$ cat src/rtl/sm_to_rc_ser.sv
// Bit-serial sign-magnitude to two's complement converter, LSB first.
// Rule: copy bits up to and including the first 1, invert the rest when negative.
module sm_to_rc_ser #(
    parameter int n = 11
) (
    input  logic         CLK,
    input  logic         RST,
    input  logic         START,
    input  logic         SIGN,
    input  logic [n-2:0] MAG,
    output logic [n-1:0] RC,
    output logic         BUSY,
    output logic         DONE
);
    localparam int CW = $clog2(n + 1);

    typedef enum logic [1:0] {IDLE, SHIFT, FIN} state_t;

    state_t         state;
    logic [n-1:0]   opnd;
    logic [n-1:0]   res;
    logic           neg;
    logic           seen;
    logic [CW-1:0]  cnt;
    logic           out_bit;

    // Seen-one only covers bits strictly below the current one, so the first 1 is copied.
    assign out_bit = (neg && seen) ? ~opnd[0] : opnd[0];

    always_ff @(posedge CLK) begin
        if (RST) begin
            state <= IDLE;
            opnd  <= '0;
            res   <= '0;
            neg   <= 1'b0;
            seen  <= 1'b0;
            cnt   <= '0;
            RC    <= '0;
            BUSY  <= 1'b0;
            DONE  <= 1'b0;
        end else begin
            case (state)
                IDLE: begin
                    DONE <= 1'b0;
                    if (START) begin
                        opnd  <= {1'b0, MAG};
                        neg   <= SIGN;
                        seen  <= 1'b0;
                        cnt   <= '0;
                        BUSY  <= 1'b1;
                        state <= SHIFT;
                    end
                end
                SHIFT: begin
                    res  <= {out_bit, res[n-1:1]};
                    opnd <= opnd >> 1;
                    seen <= seen | opnd[0];
                    cnt  <= cnt + CW'(1);
                    if (cnt == CW'(n - 1)) begin
                        // Last bit: publish the completed word including this bit.
                        RC    <= {out_bit, res[n-1:1]};
                        DONE  <= 1'b1;
                        state <= FIN;
                    end
                end
                FIN: begin
                    BUSY  <= 1'b0;
                    DONE  <= 1'b0;
                    state <= IDLE;
                end
                default: state <= IDLE;
            endcase
        end
    end
endmodule
$ cat config.mk
export PLATFORM = sky130hd
export DESIGN_NAME = sm_to_rc_ser
export DESIGN_NICKNAME = d
export VERILOG_FILES = /design/src/rtl/sm_to_rc_ser.sv
export SDC_FILE = /design/constraint.sdc
export NUM_CORES = 1
export LEC_CHECK = 0
export CORE_MARGIN = 8
export CORE_UTILIZATION = 56
export DETAILED_ROUTE_END_ITERATION = 12
export PLACE_DENSITY = 0.83
export SETUP_SLACK_MARGIN = 0.2
export SYNTH_ARGS = -nofsm -noshare
export SYNTH_HDL_FRONTEND = slang
export SYNTH_SLANG_ARGS = --single-unit
$ cat constraint.sdc
create_clock -name CLK -period 2.2 [get_ports CLK]
set_clock_uncertainty 0.05 [all_clocks]
set_input_delay 0.44 -clock CLK [delete_from_list [all_inputs] [get_ports CLK]]
set_output_delay 0.44 -clock CLK [all_outputs]
set_load 0.02 [all_outputs]
==> metrics.csv, run 1 <==
stage,metric,value,unit
setup_path,Worst path max stage delay,0.61,ns
sta,final setup fails,0,
placement,Final HPWL DP,2620,µm
logic_synthesis,synth unique cells,34,
cts,Clock Sinks,41,
drt,vias post-DR,1515,
cts,"Clk Latency, worst-skew pair",0.34,ns
cts,# Post-CTS Setup Buffers,0,
drt,per-cell routed wire length,14.7,µm
sta,Fin. Hold Viols,0,
status,outcome,"finished, final reports clean",
logic_synthesis,yosys warns,0,
pwr,Pleak,0.000707,µW
logic_synthesis,Post-Synth Adder-Cell Area,0.0147,
sta,period utilization,0.817,
pwr,power density over the cells,644,nW/µm²
logic_synthesis,xor and xnor area share after synthesis,0.00516,
pwr,Peak VDD IR,0.381,mV
setup_path,critical path class,flop to output port,
logic_synthesis,ys async rst share,0,
logic_synthesis,number of synthesized flops with an enable pin,0,
drt,final wirelength,3780,µm
cells_and_area,most frequent cells in the layout,"41 x dfxtp_1, 29 x a21oi_1, 26 x clkdlybuf4s50_1",
logic_synthesis,syn avg cell area,8.41,µm²
logic_synthesis,Seq cells post-synth,41,
grt,total grt overflow,0,
job,max cap viols,0,
cells_and_area,area grow syn2layout,19.6,%
setup_path,Worst Path Max Fanout,2,
die,row count,20,
drt,Routed Antenna Nets,0,
logic_synthesis,post-synthesis sequential area ratio,0.483,
cts,cts hold-fix bufs,0,
die,core area,2980,µm²
logic_synthesis,Mapped Area,1700,µm²
grt,initial antenna violation count,0,
logic_synthesis,post-synth top area cell,dfxtp_1,
setup_path,Critical Path End Type,output port,
logic_synthesis,ys flop type,dfxtp_1,
sta,worst rel slew slack,0.636,
cells_and_area,layout cell share with drive strength beyond 1,0.0759,
sta,FMAX,556,MHz
cells_and_area,"most common cell after layout, fill and taps aside",dfxtp_1,
cts,clock tree buffer depth,2,
sta,Slew Limit Fails,0,
drt,drt pass-1 iters,5,
logic_synthesis,Synth Area in Compound Gates,0.251,
setup_path,WP data arrival,1.31,ns
placement,input/output buffers,26,
grt,GRT Total Usage,0.160,
logic_synthesis,Synth area leaders,"dfxtp_1 48%, a21oi_1 8.5%, nand2_1 5.1%",
sta,RSZ-0062 raised after global routing,no,
sta,post-route setup TNS,0,ns
setup_path,CP Buf/Inv Count,1,
logic_synthesis,Synth top area share,0.483,
die,Die Span X,71.1,µm
logic_synthesis,main combinational cell family by area after synthesis,compound AO/OA/AOI/OAI gates,
cts,H-tree depth,2,
grt,largest net degree at the start of global routing,32,
die,area of the die,5050,µm²
hold_path,Hold Crit Class,flop to flop,
drt,via/cell ratio,5.89,
sta,worst slew pin tran,0.547,ns
die,IO Count,27,
cts,Resized cells post-CTS,0,
sta,post-layout min period,1.80,ns
cells_and_area,n_diodes,0,
grt,number of global-route vias before repair,1502,
setup_path,WP data required,1.71,ns
setup_path,slowest CP cell,clkdlybuf4s50_1,
placement,Placer Congestion,0.780,
cells_and_area,Nets,240,
cts,TritonCTS Buffers,5,
sta,WHS,0.424,ns
logic_synthesis,Post-Syn Instances,202,
setup_path,CP Launch Type,flop,
cts,CTS tree,done,
drt,Starting DRT DRC Count,119,
grt,first-pass GRT wire length,6590,µm
die,initial cell density of the core,0.570,
logic_synthesis,Simple-Gate Fraction of Synth Area,0.181,
logic_synthesis,mux contribution to synthesized area,0.00590,
cts,"CTS clk-pin slew, worst paths",0.11,ns
setup_path,"Largest delay share family, worst path",buffers and inverters,
cts,clk root buf,clkbuf_4,
setup_path,worst path cell trace,clkdlybuf4s50_1,
cells_and_area,fin util,0.682,
die,Die Y,71.1,µm
drt,drc violations,0,
pwr,Power Total,1310,µW
logic_synthesis,syn nets,218,
-- tightest hold or removal path, stage by stage (launching register included) --
cell,delay [ns]
dfxtp_1,0.34
nand2_1,0.05
a21oi_1,0.05
-- power by group --
group | switching (µW) | internal (µW) | total, µW | leakage, µW
clock network | 225 | 151 | 376 | 0.0000314
registers | 23.1 | 768 | 791 | 0.000334
logic | 72.5 | 67.7 | 140 | 0.000342
-- registers in the layout, indices dropped and copies added, names as in the netlist --
signal and count:
res 10, BUSY 1, neg 1, cnt 4
RC 11, seen 1, state 2, opnd 10
DONE 1
-- metrics by stage --
step	cells	worst slack, ns	cell area (µm²)
2_1_floorplan	202	0.825	1700
3_3_place_gp	250	0.346	1980
3_5_place_dp	250	0.275	1980
4_1_cts	257	0.386	2030
5_1_grt	257	0.337	2030
6_report	257	0.403	2030
-- area by class of cell --
| type | instances | area (µm²) |
|---|---|---|
| repair buffers | 31 | 310 |
| multi-input cells | 138 | 777 |
| inverters | 7 | 26.3 |
| clock buffers | 7 | 55.1 |
| flip-flops and latches | 41 | 821 |
| well taps | 33 | 41.3 |
| fillers | 239 | 947 |
-- cell usage after synthesis, types with 3 or more instances --
cell type	count
a211oi_1	7
nor2b_1	4
o221ai_1	3
clkbuf_1	5
inv_1	6
or3b_2	3
dfxtp_1	41
nor2_1	14
o22ai_1	3
o21ai_0	16
nand2_1	23
a21oi_1	29
buf_2	10
nand3_1	12
-- layer usage --
metal | global-route usage | vias up | part of all wire
li1 | - | 752 | -
met5 | 0 | - | 0
met4 | 0.0855 | 0 | 0.021
met1 | 0.177 | 717 | 0.43
met3 | 0.0381 | 8 | 0.049
met2 | 0.274 | 38 | 0.50
-- logic make-up (layout without fill, tap and decap cells) --
kind of cell             Yosys count  in the layout
XOR/XNOR                           1              1
buffers and inverters             23             45
adder cells (fa/ha/maj)            2              2
AND/OR/NAND/NOR                   64             64
AO/OA/AOI/OAI                     70             70
multiplexers                       1              1
flip-flops                        41             41
-- final timing paths --
kind / endpoint / start / slack [ns] / cells after the start
setup / recovery: DONE / DONE / 0.40 / 1
hold / removal: res[6] / res[7] / 0.42 / 2
hold reg to reg: res[6] / res[7] / 0.42 / 2
setup reg to reg: RC[10] / cnt[0] / 0.52 / 5
Note: power is estimated with default switching activity, not from simulation.
==> inputs of run 2 (changes only) <==
Settings changed: CORE_UTILIZATION 56 to 47, PLACE_DENSITY 0.83 to 0.74.
Clock period 2.2 ns to 1.4 ns, I/O delays scaled along.
==> run 2 against run 1 <==
Compared with the run above:
- sequential cell count unchanged
- sequential share of layout area shrank 6.9 points
- combinational power is 120% higher
- hold slack got worse by 0.0068 ns
- global-route usage fell by 2.1 points
- design area grew 24%
- critical path type is now flop to flop
- critical endpoint is now state[0]
==> metrics.csv, run 2 (synthesized netlist as in run 1, its figures left out) <==
stage,metric,value,unit
status,outcome,"finished, final reports clean",
sta,Fin. Hold Viols,0,
drt,Starting DRT DRC Count,138,
grt,first-pass GRT wire length,6740,µm
job,max cap viols,0,
cts,TritonCTS Buffers,5,
cells_and_area,fin util,0.706,
cells_and_area,max reg flops,11,
cts,H-tree depth,2,
die,initial cell density of the core,0.474,
cts,cts hold-fix bufs,0,
cells_and_area,most frequent cells in the layout,"25 x dfxtp_1, 23 x a21oi_1, 22 x nand2_1, 22 x buf_4, 17 x buf_6",
grt,total grt overflow,0,
drt,via/cell ratio,5.41,
placement,Final HPWL DP,2640,µm
drt,drt pass-1 iters,4,
sta,RSZ-0062 raised after global routing,yes,
setup_path,Worst Path Max Fanout,7,
setup_path,critical path class,flop to flop,
drt,final wirelength,4240,µm
pwr,Peak VDD IR,0.590,mV
setup_path,Worst R2R Setup Slack,0.11,ns
drt,Routed Antenna Nets,0,
cells_and_area,Nets,266,
drt,drc violations,0,
cts,"CTS clk-pin slew, worst paths",0.13,ns
grt,initial antenna violation count,0,
cells_and_area,Largest regs,"RC: 11 flops, opnd: 10 flops, res: 10 flops",
hold_path,WHS Endpoint,opnd[1],
cts,Clock Sinks,41,
pwr,Pleak,0.000919,µW
cells_and_area,n_diodes,0,
setup_path,Crit Reg-Reg Endpoint,state[0],
placement,pre-CTS WS,-0.286,ns
sta,worst setup margin,0.112,ns
setup_path,WP data required,1.63,ns
die,IO Count,27,
sta,Slew Limit Fails,0,
placement,input/output buffers,26,
cts,"Clk Latency, worst-skew pair",0.35,ns
setup_path,CP Launch Type,flop,
drt,per-cell routed wire length,14.2,µm
cells_and_area,"most common cell after layout, fill and taps aside",dfxtp_1,
grt,largest net degree at the start of global routing,32,
die,row count,22,
cells_and_area,fillers,275,
sta,FMAX,776,MHz
setup_path,Critical Path End Type,flop,
cells_and_area,largest register by flop count,RC,
cells_and_area,layout cell share with drive strength beyond 1,0.414,
sta,period utilization,0.920,
sta,post-layout min period,1.29,ns
setup_path,slowest CP cell,dfxtp_4,
hold_path,Hold Path Origin,START,
die,Die Span X,76.1,µm
cts,clock tree buffer depth,2,
setup_path,"Largest delay share family, worst path",buffers and inverters,
setup_path,Most common cell on crit path,buf_4,
grt,number of global-route vias before repair,1514,
sta,final setup fails,0,
setup_path,Critical R2R Launch,state[1],
drt,vias post-DR,1617,
cts,clk root buf,clkbuf_4,
setup_path,WP data arrival,1.52,ns
sta,worst slew pin tran,0.319,ns
grt,GRT Total Usage,0.138,
hold_path,Hold Crit Class,input port to flop,
setup_path,CP Buf/Inv Count,3,
die,area of the die,5790,µm²
die,core area,3580,µm²
setup_path,Worst path max stage delay,0.40,ns
cts,CTS tree,done,
setup_path,worst path cell trace,"buf_8, o21bai_1, buf_4, buf_4, a211oi_2",
placement,Placer Congestion,0.778,
cells_and_area,area grow syn2layout,48.7,%
die,Die Y,76.1,µm
sta,worst rel slew slack,0.786,
setup_path,Worst R2R Path Depth,5,
hold_path,Worst Hold Depth,3,
pwr,power density over the cells,926,nW/µm²
-- run 2: changes by cell type in the layout (fill, tap and decap cells not counted), sizes merged --
cell	delta
clkdlybuf4s50	-14
bufinv	+1
dlygate4sd2	+1
inv	-1
clkinvlp	+4
clkbuf	-2
buf	+38
-- run 2: metal layers --
layer | GRT usage | vias up | share of wire
met5 | 0 | - | 0
met4 | 0.0577 | 0 | 0.014
met3 | 0.0366 | 5 | 0.028
met2 | 0.236 | 27 | 0.49
met1 | 0.159 | 773 | 0.47
li1 | - | 812 | -
-- run 2: layout make-up --
type	count	area, µm²	share of cell area
sequential	41	846	0.335
tap	48	60.1	0.0238
multi-input combinational	138	936	0.371
clock buffer	5	37.5	0.0149
clock inverter	3	46.3	0.0183
timing repair buffer	56	561	0.222
inverter	7	33.8	0.0134
timing repair inverter	1	5.00	0.00198
-- run 2: worst reg2reg max path, stage by stage (launching register included) --
cell	delay, ns
dfxtp_4	0.40
buf_8	0.14
o21bai_1	0.15
buf_4	0.16
buf_4	0.13
a211oi_2	0.19
-- run 2: what timing repair did --
action                     4_1_cts  5_1_grt
setup endpoints to repair       51       41
resized for setup               77       54
setup buffers                    5        7
gates cloned                     0        1
pin swaps                        5        7
-- run 2: worst max-delay path by stage --
stage | cells after the start | to | start | slack, ns
4_1_cts | 6 | RC[7] | cnt[0] | 0.15
3_5_place_dp | 4 | opnd[2] | START | -0.29
6_report | 5 | state[0] | state[1] | 0.11
2_1_floorplan | 7 | RC[1] | cnt[0] | 0.15
3_3_place_gp | 4 | opnd[3] | START | -0.27
5_1_grt | 5 | state[0] | state[1] | 0.06
-- run 2: stage by stage --
stage	area (µm²)	hold slack, ns	setup TNS, ns	total power [µW]	instances
final	2520	0.417	0	2340	299
after global routing	2520	0.449	0	2430	299
after CTS	2300	0.425	0	2320	291
after detailed placement	2170	0.399	-3.03	1530	278
after global placement	2170	0.395	-2.83	1520	278
after floorplan	1760	0.377	0	1410	202
-- run 2: power breakdown --
part	switching [µW]	total [µW]	internal, µW
Clock	415	793	378
Sequential	33.4	1240	1210
Combinational	147	306	159
Total	595	2340	1740
